--- src/rtl/sram_access_controller_pkg.sv ---
// Shared types and constants for the 32-bit to 16-bit SRAM access controller.
package sram_access_controller_pkg;

   localparam int unsigned SRAM_AW           = 18;
   localparam int unsigned SRAM_DW           = 16;
   localparam logic [31:0] BASE_ADDR_DEFAULT = 32'd1024;
   localparam int unsigned WAIT_CNT_W        = 3;

   typedef enum logic [1:0] {
      StIdle,
      StLow,
      StHigh,
      StDone
   } state_e;

endpackage

--- src/rtl/sram_access_controller_wait_counter.sv ---
// Phase timer: counts cycles inside one SRAM half-word phase.
module sram_wait_counter
   import sram_access_controller_pkg::*;
#(
   parameter int unsigned WAIT_CYCLES = 2
) (
   input  logic clk,
   input  logic rst_n,
   input  logic clear,
   output logic done
);

   logic [WAIT_CNT_W-1:0] count_q;

   always_ff @(posedge clk) begin
      if (!rst_n) begin
         count_q <= '0;
      end else if (clear) begin
         count_q <= '0;
      end else begin
         count_q <= count_q + 1'b1;
      end
   end

   assign done = (count_q == WAIT_CNT_W'(WAIT_CYCLES - 1));

endmodule

--- src/rtl/sram_access_controller.sv ---
// Splits each 32-bit pipeline load/store into two 16-bit SRAM phases, stalling via ready.
module sram_access_controller
   import sram_access_controller_pkg::*;
#(
   parameter int unsigned WAIT_CYCLES = 2,
   parameter logic [31:0] BASE_ADDR   = BASE_ADDR_DEFAULT
) (
   input  logic               clk,
   input  logic               rst_n,
   input  logic               rd_en,
   input  logic               wr_en,
   input  logic [31:0]        address,
   input  logic [31:0]        write_data,
   output logic [31:0]        read_data,
   output logic               ready,
   output logic [SRAM_AW-1:0] sram_addr,
   output logic [SRAM_DW-1:0] sram_dq_out,
   output logic               sram_dq_oe,
   input  logic [SRAM_DW-1:0] sram_dq_in,
   output logic               sram_we_n
);

   localparam int unsigned IDX_W = SRAM_AW - 1;

   state_e           state_q;
   logic             is_write_q;
   logic             req;
   logic             wait_done;
   logic             wait_clear;
   logic [IDX_W-1:0] word_idx;

   assign req      = rd_en | wr_en;
   // Addresses below BASE_ADDR or past the SRAM wrap silently.
   assign word_idx = IDX_W'((address - BASE_ADDR) >> 2);

   assign ready      = (state_q == StDone) || ((state_q == StIdle) && !req);
   assign wait_clear = !((state_q == StLow) || (state_q == StHigh)) || wait_done;

   sram_wait_counter #(
      .WAIT_CYCLES(WAIT_CYCLES)
   ) u_wait (
      .clk  (clk),
      .rst_n(rst_n),
      .clear(wait_clear),
      .done (wait_done)
   );

   // SRAM pins are set up one edge ahead so they are glitch-free for the whole phase.
   always_ff @(posedge clk) begin
      if (!rst_n) begin
         state_q     <= StIdle;
         is_write_q  <= 1'b0;
         read_data   <= '0;
         sram_addr   <= '0;
         sram_dq_out <= '0;
         sram_dq_oe  <= 1'b0;
         sram_we_n   <= 1'b1;
      end else begin
         unique case (state_q)
            StIdle: begin
               if (req) begin
                  state_q     <= StLow;
                  is_write_q  <= wr_en;
                  sram_addr   <= {word_idx, 1'b0};
                  sram_dq_out <= wr_en ? write_data[15:0] : '0;
                  sram_dq_oe  <= wr_en;
                  sram_we_n   <= ~wr_en;
               end
            end
            StLow: begin
               if (wait_done) begin
                  state_q     <= StHigh;
                  sram_addr   <= {word_idx, 1'b1};
                  sram_dq_out <= is_write_q ? write_data[31:16] : '0;
                  if (!is_write_q) read_data[15:0] <= sram_dq_in;
               end
            end
            StHigh: begin
               if (wait_done) begin
                  state_q     <= StDone;
                  sram_addr   <= '0;
                  sram_dq_out <= '0;
                  sram_dq_oe  <= 1'b0;
                  sram_we_n   <= 1'b1;
                  if (!is_write_q) read_data[31:16] <= sram_dq_in;
               end
            end
            StDone: begin
               state_q <= StIdle;
            end
            default: begin
               state_q <= StIdle;
            end
         endcase
      end
   end

endmodule
--- config.mk ---
export PLATFORM = sky130hd
export DESIGN_NAME = sram_access_controller
export DESIGN_NICKNAME = d
export VERILOG_FILES = /design/src/rtl/sram_access_controller_pkg.sv /design/src/rtl/sram_access_controller_wait_counter.sv /design/src/rtl/sram_access_controller.sv
export SDC_FILE = /design/constraint.sdc
export NUM_CORES = 1
export LEC_CHECK = 0
export CORE_MARGIN = 5
export CORE_UTILIZATION = 41
export DETAILED_ROUTE_END_ITERATION = 8
export GPL_TIMING_DRIVEN = 0
export PLACE_DENSITY = 0.78
export SETUP_SLACK_MARGIN = 0.2
export SLEW_MARGIN = 15
export SYNTH_ARGS = -nofsm -noshare
export SYNTH_HDL_FRONTEND = slang
export SYNTH_SLANG_ARGS = --single-unit
--- constraint.sdc ---
create_clock -name clk -period 2.14 [get_ports clk]
set_clock_uncertainty 0.1 [all_clocks]
set_input_delay 0.214 -clock clk [delete_from_list [all_inputs] [get_ports clk]]
set_output_delay 0.214 -clock clk [all_outputs]
set_load 0.005 [all_outputs]
After elaboration in Yosys (flattened, before gate mapping)
Cells that the tools add are included.
W data, S select, Z words.
{ "op_classes": {"n_eq_ne": 7, "n_addsub": 2, "n_bitwise": 4, "mux": 20, "reduce_logical": 16} }
{ "op_table": {"columns": ["op", "n"], "rows": [
  ["$mux W16", 5],
  ["$mux W18", 3],
  ["$pmux W18 S3", 1],
  ["$pmux W16 S3", 1],
  ["$sub A19 B11 Y19 const B", 1],
  ["$reduce_and A3 Y1", 4],
  ["$pmux W2 S4", 1],
  ["$mux W2", 3],
  ["$ne A2 B2 Y1 const B", 3],
  ["$eq A2 B2 Y1 const B", 2],
  ["$mux W1", 4],
  ["$pmux W1 S2", 2],
  ["$reduce_and A4 Y1", 1],
  ["$add A3 B1 Y3 const B", 1],
  ["$eq A3 B1 Y1 const B", 1],
  ["$logic_or A1 B1 Y1", 3],
  ["$not A1 Y1", 3],
  ["$reduce_bool A3 Y1", 1],
  ["$eq A2 B1 Y1 const B", 1],
  ["$logic_not A1 Y1", 2],
  ["$logic_not A2 Y1", 1],
  ["$reduce_and A2 Y1", 1],
  ["$reduce_bool A2 Y1", 1],
  ["$reduce_or A2 Y1", 1],
  ["2 further kinds", 2]
]} }
{ "totals": {"ff_bits": 74, "out_inout_bits": 69, "in_bits": 84} }

Logic depth before layout (Yosys ltp)
{ "logic_depth": {"depth_word": 5, "depth_mapped": 8} }

Cells and area by module
Synthesis repeated with hierarchy kept, for this count alone.
{ "hier_totals": {"cells_unflattened": 349, "hier_area_um2": 3296.9} }
{ "by_module_without_submodules": {"columns": ["mod", "seq_area_each_um2", "n_inst", "cells_per_inst", "area_each_um2"], "rows": [
  ["sram_access_controller", 1421.4, 1, 337, 3173.0],
  ["sram_wait_counter", 60.1, 1, 12, 123.9]
]} }

Worst setup path before layout
OpenSTA, ideal clock, no wires.
{ "synth_path": {"path_kind": "flip-flop to flip-flop", "startpoint": "register state_q[0]", "endpoint": "register sram_dq_out[0]", "setup_ns": 0.122, "t_arrival_ns": 1.690, "setup_slack_ns": 0.228, "stages_incl_launch_ff": 9, "t_required_ns": 1.918, "path_buffers": 2, "cell_sequence": "dfxtp_1 inv_1 ha_1 or2_4 a211o_1 buf_2 buf_8 a221oi_2 nor3b_1"} }
{ "synth_via": {"elab_chain_len": 3, "elab_cells_between_ends": 9, "classes_between": "eq/ne: 5; mux: 1; reduce/logical: 3"} }
{ "synth_rtl": {"columns": ["element", "line_no", "text"], "rows": [
  ["start: declaration", "sram_access_controller.sv:25", "state_e state_q;"],
  ["start signal: assignment", "sram_access_controller.sv:51", "state_q <= StIdle;"],
  ["start signal: assignment", "sram_access_controller.sv:62", "state_q <= StLow;"],
  ["start signal: assignment", "sram_access_controller.sv:72", "state_q <= StHigh;"],
  ["$eq A2 B2 Y1 (tied with other cells)", "sram_access_controller.sv:59", "unique case (state_q)"],
  ["$ne A2 B2 Y1 (no line) or $reduce_bool A3 Y1 (tied branches)", null, null],
  ["$reduce_and A4 Y1 (no line)", null, null],
  ["end signal: assignment", "sram_access_controller.sv:65", "sram_dq_out <= wr_en ? write_data[15:0] : '0;"],
  ["end signal: assignment", "sram_access_controller.sv:74", "sram_dq_out <= is_write_q ? write_data[31:16] : '0;"],
  ["end: declaration", "sram_access_controller.sv:17", "output logic [SRAM_DW-1:0] sram_dq_out,"]
]} }
Parallel ways exist; a longest one is shown, timed or not.
A chain may end at the register's enable or synchronous reset.

Worst setup path after layout
Ends and elaborated chain as after synthesis.

==> run_results.csv <==
group,metric,value,unit
yosys,synth_area,0.003276,mm2
cts,htree_num_levels,3,
cts,clock_latency,330,ps
cells_and_area,regArea,0.001491,mm2
setup_path,critical_path_peak_fanout,8,
setup_path,timing.critical_path.arrival,2070,ps
placement,port-buffer-count,136,
yosys,postSynth.asyncResetShare,0,%
grt,grt_usage,18.67,%
timing,drv_slew,0,
route,vias_per_cell,5.094,
cells_and_area,num_antenna_cells,0,
yosys,yosys.area.top_type_share,45.23,%
cells_and_area,share_of_final_layout_standard_cells_stronger_than_drive_strength_1,17.18,%
yosys,avgSynthCellArea,9.124,um2
timing,finalSetupTns,0,ps
timing,tightest_slew,446.4,ps
yosys,synth_enable_flop_cells,0,
status,result_of_the_run,"finished clean",
yosys,synth_warnings,0,
yosys,flip_flop_and_latch_count_after_synthesis,74,
cts,clk_pin_slew,80,ps
setup_path,critPathTopFamily,"buffers and inverters",
die,pin_count,153,
setup_path,cp.required,2270,ps
timing,hold_viol_final,0,
setup_path,cp.buffers_inverters,4,
power_and_ir_drop,power_density,1265,mW/mm2
die,core.rowCount,32,
route,count_of_nets_left_with_antenna_violations_after_detail_routing,0,
worst_hold_path,worst_hold_path_cells,2,
timing,maxSlewHeadroom,70.24,%
grt,grt_start_max_net_pins,13,
timing,report.final.setup_viol,0,
setup_path,timing.critical_path.depth,9,
die,die_w,99.39,um
power_and_ir_drop,p_leak,1.977,nW
yosys,synth_top_cell_by_area,"dfxtp_1",
yosys,gate_count_of_the_mapped_netlist,359,
placement,dpl_worst_slack,23.69,ps
route,detail_route.iter0.violations,101,
die,coreArea,0.007767,mm2
yosys,yosys-top-cells-area,"dfxtp_1, nand2_1, a21boi_0",
setup_path,crit_chain,"inv_6, ha_4, nor3b_4, buf_6, a211o_1, buf_6, clkbuf_16, a221oi_2, nor3b_1",
timing,rsz0062_at_grt,"yes",
cts,cts_root_buf,"clkbuf_8",
cells_and_area,multi_input_comb_area,0.001758,mm2
worst_hold_path,min-delay-path-class,"in -> reg",
timing,min_period_over_period,90.88,%
grt,first_pass_grt_wire_length,15.06,mm
power_and_ir_drop,irDropWorstVdd,0.7733,mV
route,routed-via-count,3189,
grt,antenna_found_initial,0,
cts,cts_sinks,74,
yosys,synth-main-ff-cell,"dfxtp_1",
setup_path,critical_path.startpoint_type,"flip-flop",
cells_and_area,mostFrequentLayoutCells,"clkdlybuf4s50_1, nand2_1, dfxtp_1",
setup_path,max_stage_delay_on_crit_path,400,ps
timing,max_freq,0.5142,GHz
placement,dp.final_hpwl,7.155,mm
setup_path,timing.critical_path.mode_cell,"buf_6",
setup_path,slowest_stage,"dfxtp_4",
cells_and_area,mostFrequentLayoutCell,"clkdlybuf4s50_1",
grt,residual_overflow_from_global_routing,0,
setup_path,criticalPathCategory,"reg -> reg",
setup_path,worst_setup_path_end_kind,"flip-flop",
cells_and_area,postLayoutCoreUtil,68.30,%
route,drt-total-wl,9.721,mm
placement,placed_area,0.004765,mm2
die,die-area,0.009877,mm2
timing,worst_slack_setup_final,195.2,ps
cts,tritoncts,"built",
cts,ctsLongestPathBuffers,2,
cells_and_area,postLayoutCellArea,0.005305,mm2
timing,layout_min_cycle_time,1945,ps
cells_and_area,area_delta_synth_final,61.96,%
yosys,yosys.cell_types.count,42,
route,drc,0,
yosys,synthesis.nets,450,
route,wirelength_per_cell,15.53,um
cells_and_area,nFillCells,623,
die,initial_core_util,42.17,%
cells_and_area,nNetsFinal,611,
placement,gp_routability_congestion,0.8026,
yosys,synth_sequential_area_ratio,45.23,%
route,drt_pass_1_iters,4,
setup_path,worst-r2r-cell-count,9,
die,die_height,99.39,um
grt,via_count_of_the_first_global_routing_pass,3177,
flow_run,drv.max_cap_violation_count,0,
cts,cts_inserted_buffers,9,
[through the flow]
step | total power, mW | hold slack [ps] | std cells
after floorplan | 3.612 | 248.8 | 359
after detailed placement | 4.814 | 336.9 | 597
after global routing | 7.115 | 182.4 | 626
final | 6.711 | 162.0 | 626
after global placement | 4.736 | 333.2 | 597
after CTS | 6.165 | 149.7 | 615
[layout make-up]
| cell class | instances | share of cell area [%] |
|---|---|---|
| Sequential cell | 74 | 28.11 |
| Tap cell | 102 | 2.406 |
| Clock inverter | 5 | 1.486 |
| Timing Repair Buffer | 150 | 28.18 |
| Clock buffer | 10 | 2.594 |
| Inverter | 6 | 0.5189 |
| Multi-Input combinational cell | 253 | 33.14 |
| Buffer | 26 | 3.561 |
[metal layers]
metal / track usage (%) / up-vias / wire length, um
met5: 0 / - / 0
met4: 6.092 / 0 / 226
met3: 6.732 / 16 / 794
met2: 31.61 / 116 / 4688
met1: 21.97 / 1504 / 4012
li1: - / 1553 / -
[cell usage after synthesis, drive strengths merged, types with 2 or more instances]
cell type,count
nor2,22
a21oi,2
a21boi,47
o21ai,4
or2,2
nor4,2
a221oi,16
nand2,86
and3,2
clkbuf,14
dfxtp,74
ha,7
a211o,2
mux2i,2
nor2b,3
nor3b,19
buf,12
xor2,2
inv,6
xnor2,4
nand3,18
nand2b,3
and2,2
[state kept, by name, indices dropped and copies added (netlist names)]
| signal | flops |
|---|---|
| sram_dq_oe | 1 |
| state_q | 2 |
| read_data | 32 |
| sram_addr | 18 |
| is_write_q | 1 |
| sram_we_n | 1 |
| u_wait.count_q | 3 |
| sram_dq_out | 16 |
[timing repair]
action | in CTS | in global routing
gates cloned | 0 | 2
endpoints found under the setup margin | 35 | 46
endpoints found under the hold margin | 1 | 0
hold buffers | 1 | 0
buffers inserted | 2 | 9
pin swaps | 2 | 11
gates resized for setup | 20 | 34
[logic make-up after synthesis]
kind of cell             after synthesis  synth area share, %
AO/OA/AOI/OAI                         75                20.05
XOR/XNOR                               6                1.604
adder cells (fa/ha/maj)                7                2.674
buffers and inverters                 32                5.462
flip-flops                            74                45.23
multiplexers                           2               0.6112
AND/OR/NAND/NOR                      163                24.37
[where the power goes]
group	internal, mW	leakage [nW]	switching (mW)
clock	0.680	0.112	0.495
sequential	1.74	0.606	0.233
combinational	1.94	1.26	1.62
total	4.37	1.98	2.34
[path summary, 6_finish.rpt]
check                      end         startpoint  slack [ps]
max             sram_dq_out[0]         state_q[0]         200
min               sram_addr[1]              rst_n         160
max reg2reg     sram_dq_out[0]         state_q[0]         200
min reg2reg  u_wait.count_q[0]  u_wait.count_q[0]         320
(Power assumes the default switching activity.)
